### config.mk
export PLATFORM = sky130hd
export DESIGN_NAME = cpu_state_sequencer_flat
export DESIGN_NICKNAME = d
export VERILOG_FILES = /design/src/rtl/cpu_state_sequencer_if.sv /design/src/rtl/cpu_state_sequencer.sv /design/src/flat_wrapper.sv
export SDC_FILE = /design/constraint.sdc
export NUM_CORES = 1
export LEC_CHECK = 0
export ABC_AREA = 1
export BUFFER_PORTS_ARGS = -buffer_cell sky130_fd_sc_hd__buf_2
export CORE_MARGIN = 2
export CORE_UTILIZATION = 61
export DETAILED_ROUTE_END_ITERATION = 10
export GPL_TIMING_DRIVEN = 1
export PLACE_DENSITY_LB_ADDON = 0.05
export SLEW_MARGIN = 10
export SYNTH_ARGS = -nofsm -noshare
export SYNTH_HDL_FRONTEND = slang
export SYNTH_SLANG_ARGS = --single-unit
export TNS_END_PERCENT = 5
### constraint.sdc
create_clock -name CLK -period 5.15 [get_ports CLK]
set_clock_uncertainty 0.2 [all_clocks]
set_input_delay 0.7725 -clock CLK [delete_from_list [all_inputs] [get_ports CLK]]
set_output_delay 0.7725 -clock CLK [all_outputs]
set_load 0.01 [all_outputs]
### src/rtl/cpu_state_sequencer_if.sv
// Interface between the opcode/memory side and the control-unit consumers of the
// CPU state sequencer: opcode and memory handshake in, state, status pulses and counters out.
interface cpu_state_sequencer_if #(
  parameter int CNT_W = 32
);
  logic [5:0]       Opcode;
  logic             mem_ready;
  logic [2:0]       State;
  logic             halted;
  logic             instr_retire;
  logic             illegal_op;
  logic             mem_timeout;
  logic [CNT_W-1:0] cycle_count;
  logic [CNT_W-1:0] instr_count;

  modport master (
    output Opcode, mem_ready,
    input  State, halted, instr_retire, illegal_op, mem_timeout, cycle_count, instr_count
  );

  modport slave (
    input  Opcode, mem_ready,
    output State, halted, instr_retire, illegal_op, mem_timeout, cycle_count, instr_count
  );
endinterface

### src/rtl/cpu_state_sequencer.sv
// Multi-cycle CPU state register and next-state logic with retire/cycle counters,
// halt status and registered illegal-opcode / memory-timeout pulses.
module cpu_state_sequencer #(
  parameter int CNT_W       = 32,
  parameter int MEM_TIMEOUT = 15
) (
  input logic                   CLK,
  input logic                   Reset,
  cpu_state_sequencer_if.slave  bus
);

  localparam int WAIT_W = (MEM_TIMEOUT < 2) ? 1 : $clog2(MEM_TIMEOUT);
  localparam logic [WAIT_W-1:0] WAIT_LAST = WAIT_W'(MEM_TIMEOUT - 1);

  typedef enum logic [2:0] {
    s_if   = 3'b000,
    s_id   = 3'b001,
    s_exe  = 3'b010,
    s_wb   = 3'b011,
    s_mem  = 3'b100,
    s_halt = 3'b111
  } state_t;

  typedef enum logic [2:0] {
    c_alu, c_br, c_jmp, c_lw, c_sw, c_halt, c_bad
  } op_class_t;

  state_t            state_reg, state_next;
  logic [WAIT_W-1:0] wait_reg, wait_next;
  logic              retire_reg, retire_next;
  logic              illegal_reg, illegal_next;
  logic              timeout_reg, timeout_next;
  logic [CNT_W-1:0]  cycle_reg, instr_reg;
  op_class_t         op_class;

  always_comb begin
    op_class = c_bad;
    case (bus.Opcode)
      6'b000000, 6'b000001, 6'b000010, 6'b010000, 6'b010001,
      6'b010010, 6'b011000, 6'b100110, 6'b100111: op_class = c_alu;
      6'b110100, 6'b110101, 6'b110110:            op_class = c_br;
      6'b111000, 6'b111001, 6'b111010:            op_class = c_jmp;
      6'b110001:                                  op_class = c_lw;
      6'b110000:                                  op_class = c_sw;
      6'b111111:                                  op_class = c_halt;
      default:                                    op_class = c_bad;
    endcase
  end

  always_comb begin
    state_next   = state_reg;
    wait_next    = wait_reg;
    retire_next  = 1'b0;
    illegal_next = 1'b0;
    timeout_next = 1'b0;
    case (state_reg)
      s_if: state_next = s_id;
      s_id: begin
        case (op_class)
          c_jmp: begin
            state_next  = s_if;
            retire_next = 1'b1;
          end
          c_halt: state_next = s_halt;
          c_bad: begin
            state_next   = s_if;
            illegal_next = 1'b1;
          end
          default: state_next = s_exe;
        endcase
      end
      s_exe: begin
        case (op_class)
          c_alu:      state_next = s_wb;
          c_lw, c_sw: state_next = s_mem;
          c_br: begin
            state_next  = s_if;
            retire_next = 1'b1;
          end
          // Opcode is expected stable here; anything else falls back to fetch
          default:    state_next = s_if;
        endcase
      end
      s_mem: begin
        if (bus.mem_ready) begin
          wait_next = '0;
          if (op_class == c_lw) begin
            state_next = s_wb;
          end else if (op_class == c_sw) begin
            state_next  = s_if;
            retire_next = 1'b1;
          end else begin
            state_next = s_if;
          end
        end else if (wait_reg == WAIT_LAST) begin
          // The current cycle is the last allowed MEM cycle: abort without retiring
          wait_next    = '0;
          state_next   = s_if;
          timeout_next = 1'b1;
        end else begin
          wait_next = wait_reg + 1'b1;
        end
      end
      s_wb: begin
        state_next  = s_if;
        retire_next = 1'b1;
      end
      s_halt: state_next = s_halt;
      default: state_next = s_if;
    endcase
  end

  always_ff @(posedge CLK) begin
    if (!Reset) begin
      state_reg   <= s_if;
      wait_reg    <= '0;
      retire_reg  <= 1'b0;
      illegal_reg <= 1'b0;
      timeout_reg <= 1'b0;
      cycle_reg   <= '0;
      instr_reg   <= '0;
    end else begin
      state_reg   <= state_next;
      wait_reg    <= wait_next;
      retire_reg  <= retire_next;
      illegal_reg <= illegal_next;
      timeout_reg <= timeout_next;
      // The edge entering halt still counts; cycles spent in halt do not
      if (state_reg != s_halt) begin
        cycle_reg <= cycle_reg + 1'b1;
      end
      if (retire_next) begin
        instr_reg <= instr_reg + 1'b1;
      end
    end
  end

  assign bus.State        = state_reg;
  assign bus.halted       = (state_reg == s_halt);
  assign bus.instr_retire = retire_reg;
  assign bus.illegal_op   = illegal_reg;
  assign bus.mem_timeout  = timeout_reg;
  assign bus.cycle_count  = cycle_reg;
  assign bus.instr_count  = instr_reg;

endmodule
### src/flat_wrapper.sv
// flat-port wrapper written by rule: the top's interface ports become plain ports
module cpu_state_sequencer_flat 
#(
  parameter int CNT_W       = 32,
  parameter int MEM_TIMEOUT = 15
)
  (CLK, Reset, bus_Opcode, bus_mem_ready, bus_State, bus_halted, bus_instr_retire, bus_illegal_op, bus_mem_timeout, bus_cycle_count, bus_instr_count);
  cpu_state_sequencer_if #(.CNT_W(CNT_W)) bus_i ();
  input logic CLK;
  input logic Reset;
  input wire logic [$bits(bus_i.Opcode)-1:0] bus_Opcode;
  input wire logic [$bits(bus_i.mem_ready)-1:0] bus_mem_ready;
  output wire logic [$bits(bus_i.State)-1:0] bus_State;
  output wire logic [$bits(bus_i.halted)-1:0] bus_halted;
  output wire logic [$bits(bus_i.instr_retire)-1:0] bus_instr_retire;
  output wire logic [$bits(bus_i.illegal_op)-1:0] bus_illegal_op;
  output wire logic [$bits(bus_i.mem_timeout)-1:0] bus_mem_timeout;
  output wire logic [$bits(bus_i.cycle_count)-1:0] bus_cycle_count;
  output wire logic [$bits(bus_i.instr_count)-1:0] bus_instr_count;
  assign bus_i.Opcode = bus_Opcode;
  assign bus_i.mem_ready = bus_mem_ready;
  assign bus_State = bus_i.State;
  assign bus_halted = bus_i.halted;
  assign bus_instr_retire = bus_i.instr_retire;
  assign bus_illegal_op = bus_i.illegal_op;
  assign bus_mem_timeout = bus_i.mem_timeout;
  assign bus_cycle_count = bus_i.cycle_count;
  assign bus_instr_count = bus_i.instr_count;
  cpu_state_sequencer #(.CNT_W(CNT_W), .MEM_TIMEOUT(MEM_TIMEOUT)) u_core (.CLK(CLK), .Reset(Reset), .bus(bus_i));
endmodule
# Word-level counts from Yosys, hierarchy flattened
# Memories as Yosys holds them, arrays and structs flattened.
# Cells that the tools add are included.
# Widths: inputs -> output; s select.
[word_totals] input_bits=9 rom_bits=192 output_inout_bits=71 word_cells=49 register_bits=74 memories=1
[op_classes] n_reduce_logical=6 eq_ne=14 addsub=3 mux=16 n_bitwise=2
[mem_list] name="(no name shown)" depth=64 word_bits=3 read_ports=1 rd_clocked_by_memory_dff=0 write_ports=0 line_no="cpu_state_sequencer.sv:38" text="case (bus.Opcode)"
[op_table] cell="$add 32x1->32 const B" count=2
[op_table] cell="$eq 3x3->1 const B" count=5
[op_table] cell="$pmux 3 s5" count=1
[op_table] cell="$eq 3x2->1 const B" count=4
[op_table] cell="$pmux 3 s2" count=2
[op_table] cell="$mux 4" count=2
[op_table] cell="$mux 1" count=7
[op_table] cell="$eq 3x1->1 const B" count=2
[op_table] cell="$logic_not 3->1" count=2
[op_table] cell="$mux 3" count=2
[op_table] cell="$add 4x1->4 const B" count=1
[op_table] cell="$eq 4x4->1 const B" count=1
[op_table] cell="$pmux 1 s4" count=1
[op_table] cell="$reduce_or 2->1" count=2
[op_table] cell="$ne 3x2->1 const B" count=1
[op_table] cell="$ne 3x3->1 const B" count=1
[op_table] cell="$reduce_or 3->1" count=1
[op_table] cell="$mux 2" count=1
[op_table] cell="$not 1->1" count=2
[op_table] cell="$reduce_and 2->1" count=1

# Logic depth before layout (Yosys ltp)
# Gate-level depths: netlist of run 1.
# An unclocked memory read counts as a cell.
[depth] ltp_word=6 mapped_depth=14 mapped_depth_nobuf=14

# Worst setup path before layout of run 1
# OpenSTA, ideal clock, no wires.
[synth_timing] path_type="input to register" startpoint="input port bus_Opcode[0]" endpoint="register u_core.instr_reg[19], in the netlist u_core.bus.instr_count[19]" required_time_ns=4.807 setup_time_ns=0.143 stages=11 path_buffers=1 t_arrival_ns=1.881 path_slack_ns=2.926 cell_sequence="nand2_1 -> o21ai_1 -> nand2_2 -> nand4_2 -> nand4_1 -> nand2_2 -> nand2_4 -> nand3_4 -> buf_12 -> nand2_2 -> a21oi_2"
[synth_between] elab_chain_cells=6 word_cells_on_any_way=11 classes_between="eq/ne: 4; mux: 6; memory: 1"
[synth_lines] element="from (decl)" line_no="flat_wrapper.sv:11" text="input wire logic [$bits(bus_i.Opcode)-1:0] bus_Opcode;"
[synth_lines] element="$mem_v2 64x3 *"
[synth_lines] element="$eq 3x3->1" line_no="cpu_state_sequencer.sv:89" text="end else if (op_class == c_sw) begin"
[synth_lines] element="$mux 1" line_no="cpu_state_sequencer.sv:89"
[synth_lines] element="$mux 1" line_no="cpu_state_sequencer.sv:87" text="if (op_class == c_lw) begin"
[synth_lines] element="$mux 1" line_no="cpu_state_sequencer.sv:85" text="if (bus.mem_ready) begin"
[synth_lines] element="$pmux 1 s4 *" line_no="cpu_state_sequencer.sv:56" text="case (state_reg)"
[synth_lines] element="to (signal assigned)" line_no="cpu_state_sequencer.sv:133" text="instr_reg <= instr_reg + 1'b1;"
[synth_lines] element="to (decl)" line_no="cpu_state_sequencer.sv:33" text="logic [CNT_W-1:0] cycle_reg, instr_reg;"
# Every way passes the cells marked *; elsewhere a longest branch is shown, timed or not.
# A chain may end at the register's enable or synchronous reset.

# Final worst setup path of run 1
[layout_timing] startpoint="input port bus_Opcode[0]" endpoint="register u_core.instr_reg[5], in the netlist u_core.bus.instr_count[5]"
# Same word-level chain as after synthesis.

==> flow_summary.yaml, run 1 <==
finish:
  seq_area_um2: 1480
  final_cell_area_um2: 5240
  n_fill_cell: 649
  nNetsFinal: 706
  num_antenna_cells: 0
  multi_input_area_um2: 2760
  drive_gt1_frac: 0.287
  syn_to_final_growth_pct: 13.5
  instances_no_fill: 797
drt:
  dr.pass1.iters: 5
  drtAntennaViolNets: 0
  drt-initial-drc-count: 295
  drcViolationCount: 0
  wl_per_cell_um: 14.2
  vias_per_cell: 5.67
  vias: 4522
  wirelength_um: 11400
clock_network:
  insertion_delay_ns: 0.35
  ctsLongestPathBuffers: 2
  cts_tree: "done"
  postCtsHoldBufs: 0
  htreeDepth: 3
  root_buffer: "clkbuf_8"
  cts.clk_slew.worst_paths_ns: 0.09
  cts_resized: 0
  cts.sinks: 74
  numCtsBuffers: 9
  post_cts_buffers: 0
yosys:
  synth_top_area_cell: "dfxtp_1"
  netlist-cell-type-count: 41
  seq_area_frac_synth: 0.321
  yosys.area.top_type_share: 0.321
  ys_seq_elements: 74
  syn_nets: 636
  synth_area_um2: 4620
  syn_inst: 623
  avgSynthCellArea_um2: 7.41
  synth_ff_type: "dfxtp_1"
  synth_edf_count: 0
  ys_async_sr_fraction: 0
  synth_warnings: 0
  yosys-top-cells-area: "dfxtp_1, nand2_1, nand4_1"
grt:
  globalRouteMet1Util: 0.399
  met3_usage: 0.0415
  grt_pass1_vias: 3998
  grtUsageMet2: 0.441
  grt_pass1_wl_um: 19200
  grt_max_degree: 34
  grt.overflow.total: 0
  busiest_layer: "met2"
  antenna_found_initial: 0
  grt.total_usage: 0.278
critical_path:
  reg2reg_slack_ns: 2.49
  cp-endpoint: "u_core.bus.instr_count[5]$_SDFFE_PN0P_"
  max_stage_delay_ns: 0.52
  reg2reg_to: "u_core.bus.instr_count[0]$_SDFFE_PN0P_"
  cp-start-kind: "primary input"
  cp_slowest_cell: "nand3_4"
  worstPathRequired_ns: 5.16
  crit_top_cell: "nand2_2"
  cp-end-kind: "flip-flop"
  critical_path_arrival_ns: 2.79
  worstReg2RegStart: "u_core.bus.State[0]$_SDFFE_PN0P_"
  reg2reg_depth: 8
  path_class: "primary input to flip-flop"
  cp-startpoint: "bus_Opcode[0]"
  worstPathMaxFanout: 33
  crit_chain: "buf_2 > nand2_1 > o21ai_1 > nand2_2 > nand4_2 > nand4_1 > nand2_2 > nand2_4 > nand3_4 > nand2_2 > a21oi_2"
outcome:
  status: "complete, no violations"
power:
  powerDensity_nw_per_um2: 232
  leakage_nw: 2.15
  vdd_ir_drop_max_v: 0.000155
placed_design:
  hpwl_um: 8070
  dp.cells: 781
  dpl_cell_area_um2: 5000
  numPortBuffers: 79
  dp_slack_ns: 2.04
  finalWeightedCongestion: 0.938
sta:
  slew_headroom: 0.543
  setup_slack_ns: 2.37
  period_share: 0.540
  max_freq_mhz: 360
  drv_slew: 0
  period_needed_ns: 2.78
  rsz0062_at_grt: "false"
  tns_ns: 0
  setup_viol: 0
  tightestPinTransition_ns: 0.685
  hold_viol_final: 0
die:
  rows: 31
  ioPinCount: 80
  core_area_um2: 7290
  chipWidth_um: 91.0
  initial_core_util: 0.633
  dieArea_um2: 8280
  die_y_um: 91.0
worst_hold_path:
  hp-class: "flip-flop to flip-flop"
job:
  maxCapViolCount: 0
worst min-delay path by stage:
stage	startpoint	to	slack, ns	cells past startpoint
2_1_floorplan	u_core.wait_reg[2]$_SDFFE_PN0N_	u_core.bus.mem_timeout$_SDFF_PP0_	0.28	2
3_3_place_gp	u_core.bus.cycle_count[20]$_SDFFE_PN0N_	u_core.bus.cycle_count[20]$_SDFFE_PN0N_	0.27	1
3_5_place_dp	u_core.bus.cycle_count[19]$_SDFFE_PN0N_	u_core.bus.cycle_count[19]$_SDFFE_PN0N_	0.28	1
4_1_cts	u_core.bus.cycle_count[10]$_SDFFE_PN0N_	u_core.bus.cycle_count[10]$_SDFFE_PN0N_	0.30	2
5_1_grt	u_core.bus.cycle_count[19]$_SDFFE_PN0N_	u_core.bus.cycle_count[19]$_SDFFE_PN0N_	0.32	1
6_report	u_core.bus.cycle_count[10]$_SDFFE_PN0N_	u_core.bus.cycle_count[10]$_SDFFE_PN0N_	0.30	2
cell usage after synthesis, types with 4 or more instances:
master and n:
a21oi_1 27, a21oi_2 30, buf_2 7, clkbuf_1 7, dfxtp_1 74, ha_1 4, inv_1 53, inv_2 8
nand2_1 109, nand2_2 38, nand3_1 24, nand3_2 6, nand4_1 49, nor2_1 60, nor2_2 5, nor2_4 4
nor3_1 19, nor4_1 12, o21ai_0 13, xnor2_1 11, xor2_1 29
cell type report:
type | instances | share of cell area
clock inverters | 6 | 0.0215
repair buffers | 81 | 0.0783
well taps | 99 | 0.0236
multi-input cells | 466 | 0.526
clock buffers | 10 | 0.0243
inverters | 61 | 0.0437
flip-flops and latches | 74 | 0.283
cells by family (layout without fill, tap and decap cells):
kind of cell,after synthesis,in the layout,synth area share
and+or+nand+nor,341,341,0.391
AOI/OAI and AO/OA,81,81,0.119
xor gates and xnor gates,40,40,0.0759
buffers and inverters,83,158,0.0824
DFF,74,74,0.321
adders and majority gates,4,4,0.0108
metal layers:
metal  share of wire  vias up
met5               0        -
met2            0.46      141
met1            0.47     2126
met3           0.055       14
li1                -     2241
met4           0.011        0
per-stage QoR:
step | utilization | total power [W] | hold slack (ns)
after floorplan | - | 0.000658 | 0.284
after global placement | 0.686 | 0.000672 | 0.274
after detailed placement | 0.686 | 0.000674 | 0.279
after CTS | 0.719 | 0.00122 | 0.300
after global routing | 0.719 | 0.00126 | 0.324
final | 0.719 | 0.00121 | 0.300
where the power goes:
group	switching [W]	internal, W	leakage [nW]
clock	0.000227	0.000324	0.121
combinational	0.0000546	0.0000224	1.44
sequential	0.00000847	0.000577	0.597
total	0.000290	0.000923	2.15
critical path: cells and delay by family:
kind	cells	cell delay [ns]
compound gates	2	0.16
buf+inv	1	0.12
simple gates	8	1.69
cell usage in the layout (no fill, tap or decap), types with 4 or more instances in the layout:
| cell type | instances |
|---|---|
| inv_1 | 53 |
| nand2_1 | 109 |
| buf_2 | 79 |
| nor2_2 | 5 |
| inv_2 | 8 |
| nand2_2 | 38 |
| dfxtp_1 | 74 |
| nand3_2 | 6 |
| ha_1 | 4 |
| clkbuf_8 | 9 |
| xor2_1 | 29 |
| nor4_1 | 12 |
| nor2_1 | 60 |
| a21oi_1 | 27 |
| a21oi_2 | 30 |
| nand4_1 | 49 |
| nor2_4 | 4 |
| o21ai_0 | 13 |
| xnor2_1 | 11 |
| nor3_1 | 19 |
| nand3_1 | 24 |
(Power assumes the default switching activity.)
==> run 2, diff against run 1 <==
- ABC_AREA: 1 -> 0
- CORE_UTILIZATION: 61 -> 49
- clock period: 5.15 -> 2.3 ns (I/O delays scaled with it)
==> flow_summary.yaml, run 2 <==
outcome:
  status: "complete, but fails checks"
  violations: "setup timing"
yosys:
  seq_area_frac_synth: 0.409
  synth_top_area_cell: "dfxtp_1"
  syn_inst: 432
  ys_async_sr_fraction: 0
  yosys-top-cells-area: "dfxtp_1, xor2_1, a21oi_1"
  yosys.area.top_type_share: 0.409
  syn_nets: 445
  yosysMostFrequentCell: "dfxtp_1"
  synth_common_cells: "dfxtp_1, nor2_1, a21oi_1"
  avgSynthCellArea_um2: 8.39
  synth_warnings: 0
  synth_ff_type: "dfxtp_1"
  netlist-cell-type-count: 48
  synth_area_um2: 3620
  synth_edf_count: 0
  ys_seq_elements: 74
finish:
  final_cell_mix: "buf_2, dfxtp_1, buf_4, nor2_1"
  nNetsFinal: 570
  multi_input_area_um2: 2110
  layout_commonest_cell: "buf_2"
  utilization: 0.669
  num_antenna_cells: 0
  syn_to_final_growth_pct: 33.1
  seq_area_um2: 1480
  drive_gt1_frac: 0.319
  n_fill_cell: 644
  instances_no_fill: 660
sta:
  period_share: 1.04
  setup_slack_ns: -0.103
  setup_viol: 14
  slew_headroom: 0.731
  hold_viol_final: 0
  worst_hold_slack_ns: 0.187
  tightestPinTransition_ns: 0.401
  max_freq_mhz: 416
  period_needed_ns: 2.40
  drv_slew: 0
  rsz0062_at_grt: "true"
worst_hold_path:
  hp-class: "primary input to flip-flop"
drt:
  drt-initial-drc-count: 160
  drtAntennaViolNets: 0
  vias_per_cell: 5.42
  drcViolationCount: 0
  wirelength_um: 9040
  dr.pass1.iters: 6
  wl_per_cell_um: 13.7
  vias: 3575
die:
  die_y_um: 90.0
  chipWidth_um: 90.0
  core_area_um2: 7210
  dieArea_um2: 8100
  initial_core_util: 0.502
  rows: 31
  ioPinCount: 80
clock_network:
  cts_tree: "done"
  insertion_delay_ns: 0.35
  numCtsBuffers: 9
  cts.clk_slew.worst_paths_ns: 0.08
  root_buffer: "clkbuf_8"
  htreeDepth: 3
  cts.sinks: 74
  ctsLongestPathBuffers: 2
critical_path:
  critical_path_arrival_ns: 2.48
  cp_slowest_cell: "or4b_4"
  worstPathRequired_ns: 2.38
  worstPathMaxFanout: 7
  cp-end-kind: "flip-flop"
  cp-start-kind: "primary input"
  max_stage_delay_ns: 0.55
  path_class: "primary input to flip-flop"
  crit_chain: "buf_8 > a211o_1 > o32ai_2 > a311oi_2 > or4b_4 > a31o_4 > or4_1 > a21oi_1"
power:
  vdd_ir_drop_max_v: 0.000287
  powerDensity_nw_per_um2: 543
  leakage_nw: 2.02
placed_design:
  numPortBuffers: 79
  dp.cells: 640
  hpwl_um: 6630
  finalWeightedCongestion: 0.816
grt:
  grt_pass1_vias: 3235
  grt.overflow.total: 0
  grt.total_usage: 0.223
  grt_pass1_wl_um: 15100
  antenna_found_initial: 0
  grt_max_degree: 29
job:
  maxCapViolCount: 0
## run 2: cell count changes after synthesis, sizes merged, moves of 20 or more
cell	previous run	this run
nand4	53	14
or3	0	20
nand2	149	33
inv	61	13
a21oi	57	35
nor2	69	45
## run 2: power by group
group | internal [W] | switching (W)
Combinational | 0.0000920 | 0.000101
Sequential | 0.00129 | 0.0000115
Clock | 0.000611 | 0.000513
Total | 0.00199 | 0.000625
## run 2: per-stage QoR
stage	area, um^2	TNS, ns	setup slack, ns	total power, W
after floorplan	3620	-9.18	-0.395	0.00143
after global placement	4420	-10.96	-0.468	0.00150
after detailed placement	4420	-12.76	-0.557	0.00150
after CTS	4730	-1.29	-0.137	0.00263
after global routing	4820	-1.89	-0.144	0.00272
final	4820	-0.579	-0.103	0.00262
## run 2: final timing paths
| path | end | slack (ns) | cells after the start | startpoint |
|---|---|---|---|---|
| worst max register to register | u_core.bus.instr_count[27]$_SDFFE_PN0P_ | -0.06 | 5 | u_core.bus.State[0]$_SDFFE_PN0P_ |
| worst min-delay path | u_core.bus.instr_count[8]$_SDFFE_PN0P_ | 0.19 | 3 | Reset |
| worst max-delay path | u_core.bus.instr_count[27]$_SDFFE_PN0P_ | -0.10 | 8 | bus_Opcode[1] |
| worst min register to register | u_core.bus.instr_count[11]$_SDFFE_PN0P_ | 0.29 | 2 | u_core.bus.instr_count[11]$_SDFFE_PN0P_ |
## run 2: area by class of cell
class / instances / share of cell area
clock inverters: 6 / 0.0189
repair buffers: 135 / 0.176
well taps: 99 / 0.0257
inverters: 13 / 0.0101
flip-flops and latches: 74 / 0.307
multi-input cells: 324 / 0.437
clock buffers: 9 / 0.0257
## run 2: critical path, delay by kind of cell
family	cells	cell delay [ns]
AO/OA/AOI/OAI	5	0.95
buffers and inverters	1	0.11
AND/OR/NAND/NOR	2	1.06
## run 2: cell families (layout without fill, tap and decap cells)
family          after synthesis  count (layout)  share of synthesized area
fa+ha+maj                     4               4                     0.0138
compound gates               86              87                      0.149
buf+inv                      35             163                     0.0442
flops                        74              74                      0.409
mux                           6               6                     0.0166
simple gates                197             197                      0.295
xor+xnor                     30              30                     0.0725
## run 2: per-layer routing
layer	global-route usage	vias up	wire, um	share of wire
met1	0.300	1675	4230	0.47
li1	-	1804	-	-
met5	0	-	0	0
met3	0.0545	9	465	0.051
met2	0.350	87	4240	0.47
met4	0.0795	0	106	0.012
## run 2: repair_timing
item | 4_1_cts | 5_1_grt
pin swaps | 21 | 3
gates cloned | 0 | 1
hold endpoints to repair | 1 | 0
endpoints found under the setup margin | 24 | 31
buffers inserted | 3 | 0
resized for setup | 15 | 18
hold buffers | 1 | 0
